### config.mk
export PLATFORM = sky130hd
export DESIGN_NAME = iter_lshift_unit
export DESIGN_NICKNAME = d
export VERILOG_FILES = /design/src/rtl/iter_lshift_unit.sv
export SDC_FILE = /design/constraint.sdc
export NUM_CORES = 1
export LEC_CHECK = 0
export CAP_MARGIN = 20
export CELL_PAD_IN_SITES_DETAIL_PLACEMENT = 0
export CELL_PAD_IN_SITES_GLOBAL_PLACEMENT = 1
export CORE_MARGIN = 2
export CORE_UTILIZATION = 30
export DETAILED_ROUTE_END_ITERATION = 8
export PLACE_DENSITY = 0.75
export SLEW_MARGIN = 15
export SYNTH_ARGS = -nofsm -noshare
export SYNTH_HDL_FRONTEND = slang
export SYNTH_SLANG_ARGS = --single-unit
### constraint.sdc
create_clock -name clk -period 1.8 [get_ports clk]
set_input_delay 0.36 -clock clk [delete_from_list [all_inputs] [get_ports clk]]
set_output_delay 0.36 -clock clk [all_outputs]
set_load 0.01 [all_outputs]
### src/rtl/iter_lshift_unit.sv
// ---------------------------------------------------------------------------
// iter_lshift_unit
//
// Multi-cycle logical left shifter with valid/ready handshakes on both sides.
// An accepted operand is shifted left by one bit per clock until the
// requested amount is reached. The result is then held for the downstream
// consumer until it is taken. Only one request is in flight at a time.
//
// Optional feature macro: ITER_SHIFT_OVF_EN
//   When defined, the out_ovf port exists. It is a sticky flag for each
//   operation that reports whether any 1 bit was shifted out of the MSB.
//
// Ports
//   clk        rising-edge clock
//   reset      synchronous, active-high reset
//   in_valid   request valid (operand + amount)
//   in_ready   unit can accept a request (IDLE only)
//   in_data    operand, WIDTH bits
//   in_amt     unsigned shift amount, SHW bits
//   out_valid  result valid (DONE only)
//   out_ready  consumer accepts result
//   out_data   shifted result; holds the last result outside DONE
//   out_ovf    overflow flag (ITER_SHIFT_OVF_EN only), valid with out_valid
// ---------------------------------------------------------------------------
module iter_lshift_unit #(
    parameter int WIDTH = 8,
    parameter int SHW   = 8
) (
    input  logic             clk,
    input  logic             reset,
    input  logic             in_valid,
    output logic             in_ready,
    input  logic [WIDTH-1:0] in_data,
    input  logic [SHW-1:0]   in_amt,
    output logic             out_valid,
    input  logic             out_ready,
    output logic [WIDTH-1:0] out_data
`ifdef ITER_SHIFT_OVF_EN
    ,
    output logic             out_ovf
`endif
);

    localparam int CW = (WIDTH > 1) ? $clog2(WIDTH) : 1;
    // WIDTH widened past the amount port, so the clamp compare is exact
    // whatever the relative sizes of SHW and WIDTH are.
    localparam logic [SHW+31:0] WIDTH_EXT = WIDTH;

    typedef enum logic [1:0] {
        S_IDLE,
        S_SHIFT,
        S_DONE
    } state_t;

    state_t           state_q, state_d;
    logic [WIDTH-1:0] data_q, data_d;   // working shift register
    logic [WIDTH-1:0] res_q, res_d;     // presented result, stable outside DONE
    logic [CW-1:0]    cnt_q, cnt_d;     // remaining single-bit shifts

    logic amt_big;
    logic amt_zero;

    assign amt_big  = ({32'd0, in_amt} >= WIDTH_EXT);
    assign amt_zero = (in_amt == '0);

`ifdef ITER_SHIFT_OVF_EN
    logic ovf_q, ovf_d;
`endif

    always_ff @(posedge clk) begin
        if (reset) begin
            state_q <= S_IDLE;
            data_q  <= '0;
            res_q   <= '0;
            cnt_q   <= '0;
`ifdef ITER_SHIFT_OVF_EN
            ovf_q   <= 1'b0;
`endif
        end else begin
            state_q <= state_d;
            data_q  <= data_d;
            res_q   <= res_d;
            cnt_q   <= cnt_d;
`ifdef ITER_SHIFT_OVF_EN
            ovf_q   <= ovf_d;
`endif
        end
    end

    always_comb begin
        state_d   = state_q;
        data_d    = data_q;
        res_d     = res_q;
        cnt_d     = cnt_q;
        in_ready  = 1'b0;
        out_valid = 1'b0;
`ifdef ITER_SHIFT_OVF_EN
        ovf_d     = ovf_q;
`endif
        case (state_q)
            S_IDLE: begin
                in_ready = 1'b1;
                if (in_valid) begin
`ifdef ITER_SHIFT_OVF_EN
                    // Every bit leaves the word when the amount clamps.
                    ovf_d = amt_big ? (|in_data) : 1'b0;
`endif
                    if (amt_big) begin
                        data_d  = '0;
                        res_d   = '0;
                        state_d = S_DONE;
                    end else if (amt_zero) begin
                        data_d  = in_data;
                        res_d   = in_data;
                        state_d = S_DONE;
                    end else begin
                        // amt < WIDTH here, so the low CW bits carry all of it
                        data_d  = in_data;
                        cnt_d   = in_amt[CW-1:0];
                        state_d = S_SHIFT;
                    end
                end
            end
            S_SHIFT: begin
                data_d = {data_q[WIDTH-2:0], 1'b0};
                cnt_d  = cnt_q - 1'b1;
`ifdef ITER_SHIFT_OVF_EN
                ovf_d  = ovf_q | data_q[WIDTH-1];
`endif
                // Final shift publishes straight into the result register so
                // out_data never shows intermediate values.
                if (cnt_q == CW'(1)) begin
                    res_d   = {data_q[WIDTH-2:0], 1'b0};
                    state_d = S_DONE;
                end
            end
            S_DONE: begin
                out_valid = 1'b1;
                if (out_ready) begin
                    state_d = S_IDLE;
                end
            end
            default: begin
                state_d = S_IDLE;
            end
        endcase
    end

    assign out_data = res_q;
`ifdef ITER_SHIFT_OVF_EN
    assign out_ovf  = ovf_q;
`endif

endmodule

==> results.json <==
{
  "first_pass_iters": 4,
  "syn_area_sq_um": 987,
  "clockBufferDepth": 2,
  "via_count": 922,
  "track_usage": 0.139,
  "start_util": 0.318,
  "die_w_um": 61.4,
  "rsz0062_at_grt": "false",
  "ys_seq_elements": 20,
  "grt_use_met2": 0.219,
  "cts_tree": "done",
  "grtUsageMet1": 0.192,
  "coreArea_sq_mm": 0.00310,
  "power_mw": 1.03,
  "die_height_um": 61.4,
  "placedCellCount": 186,
  "ys_warn_count": 0,
  "met3_usage": 0.0189,
  "drc": 0,
  "ys_seq_area_frac": 0.406,
  "synth.area.top_cells": "dfxtp_1, a211oi_1, nor2_1",
  "synthMuxAreaShare": 0.0215,
  "setup_viol": 0,
  "hold_class": "flip-flop to flip-flop",
  "status": "completed",
  "worst_pin_slew_ps": 405,
  "grt_max_degree": 19,
  "io_buffers": 29,
  "critPathMaxFanout": 6,
  "finalMaxSlewViolations": 0,
  "htree_levels": 1,
  "ios": 30,
  "vdd_drop_max_uv": 273,
  "postCtsSetupBuffers": 0,
  "yosysUniqueCellTypes": 32,
  "placed_cell_area_sq_mm": 0.00140,
  "clock.fmax_mhz": 581,
  "synth_top_area_frac": 0.406,
  "hold_slack_ps": 480,
  "drtAntennaViolNets": 0,
  "criticalPathCategory": "primary input to flip-flop",
  "clk_pin_slew_ps": 120,
  "netlist_instances": 105,
  "drtIter0Drc": 22,
  "synth.avg_cell_area_sq_um": 9.40,
  "fin_nets": 169,
  "diodes": 0,
  "cp_slowest_cell": "or4_4",
  "post-place-ws_ps": -361,
  "stdcell_count": 190,
  "root_buffer": "clkbuf_4",
  "hold_viol": 0,
  "finalWorstSetupSlack_ps": 77.8,
  "clk-insertion-delay-late_ps": 300,
  "min_period_over_period": 0.957,
  "syn_to_final_growth_pct": 47.4,
  "rows": 20,
  "synthDominantAreaCellType": "dfxtp_1",
  "hpwlAfterDp_um": 1820,
  "fill_cells": 327,
  "synth-simple-area-share": 0.250,
  "slew_headroom": 0.729,
  "synth_common_cells": "dfxtp_1, nor2_1, a211oi_1",
  "grt_pass1_wl_um": 3870,
  "maxCapViolations": 0,
  "vias_per_cell": 4.85,
  "power_density_mw_per_mm2": 711,
  "cts_buffers": 3,
  "fin_worst_skew_ps": 7.41,
  "postSynth.asyncResetShare": 0,
  "synth_enable_flop_cells": 0,
  "cp.required_ps": 1990,
  "min_period_ps": 1720,
  "synthFlopType": "dfxtp_1",
  "drt_wl_total_um": 2320,
  "synth_compound_area_frac": 0.264,
  "synth_xor_area_frac": 0,
  "endpoint_kind": "flip-flop",
  "grt_overflow": 0,
  "cp_cell_sequence": "clkdlybuf4s50_1 -> or4_4 -> nor4b_4 -> mux2i_1 -> a21oi_1",
  "synth_fp_nets": 127,
  "grt_pass1_vias": 858,
  "busiest_layer": "met2",
  "worstPathArrival_ps": 1920,
  "crit_path_max_incr_delay_ps": 500,
  "finalInstanceArea_sq_mm": 0.00146,
  "postLayoutCoreUtil": 0.469,
  "power.leakage_nw": 0.508,
  "die_area_sq_mm": 0.00377,
  "synth_most_common_cell": "dfxtp_1",
  "synth_adder_area_share": 0.0253,
  "startpoint_type": "primary input",
  "setup_tns_ps": 0,
  "globalplace.congestion": 0.715,
  "drive_gt1_frac": 0.185,
  "antenna_found_initial": 0,
  "synth_top_family_by_area": "compound AO/OA/AOI/OAI gates",
  "wl_per_cell_um": 12.2,
  "clkSinkCount": 20
}
[logic make-up (layout without fill, tap and decap cells)]
group,count (synthesis),after routing
compound gates,33,33
fa+ha+maj,2,2
buf+inv,7,48
flops,20,20
mux,2,2
simple gates,41,41
[worst max-delay path: cells and delay by family]
family | cells | cell delay [ps]
AO/OA/AOI/OAI | 1 | 80
AND/OR/NAND/NOR | 2 | 840
multiplexers | 1 | 240
buffers and inverters | 1 | 400
[repair_timing]
item / 4_1_cts / 5_1_grt
endpoints found under the setup margin: 9 / 1
hold buffers: 0 / 0
gates cloned: 0 / 0
pin swaps: 3 / 1
resized for setup: 6 / 0
[sequential cells by signal, summed over array words and instances, names as in the netlist]
name / count
state_q: 2
data_q: 7
cnt_q: 3
out_data: 8
[area by class of cell]
type | instances | area [sq um] | share of cell area
repair buffers | 42 | 383 | 0.263
multi-input cells | 78 | 553 | 0.380
well taps | 44 | 55.1 | 0.0378
inverters | 2 | 7.51 | 0.00516
clock buffers | 3 | 22.5 | 0.0155
flip-flops and latches | 20 | 404 | 0.278
clock inverters | 1 | 30.0 | 0.0206
[report_power, final]
part / internal [mW] / total (mW) / switching (mW)
Combinational: 0.108 / 0.187 / 0.0792
Sequential: 0.466 / 0.481 / 0.0147
Clock: 0.225 / 0.366 / 0.141
[placed cells by master (no fill, tap or decap), types with 2 or more instances in the layout]
cell	count
nor2b_1	2
inv_1	2
a211oi_1	14
a21oi_1	4
buf_4	13
dfxtp_1	19
a22oi_1	7
nand4_1	2
dlygate4sd2_1	4
clkbuf_4	3
nand2b_1	3
clkdlybuf4s50_1	25
nor2_1	16
ha_1	2
nor3_1	9
[routing by layer]
metal / wire (um) / part of all wire
met4: 27 / 0.012
met2: 1080 / 0.46
met1: 1130 / 0.49
met5: 0 / 0
met3: 83 / 0.036
[path summary, 6_finish.rpt]
check	from	end	slack, ps	cells after the start
min	out_data[0]	out_data[0]	480	2
max	in_amt[4]	cnt_q[2]	80	5
max reg2reg	state_q[0]	cnt_q[1]	270	5
min reg2reg	out_data[0]	out_data[0]	480	2
(Power assumes the default switching activity.)
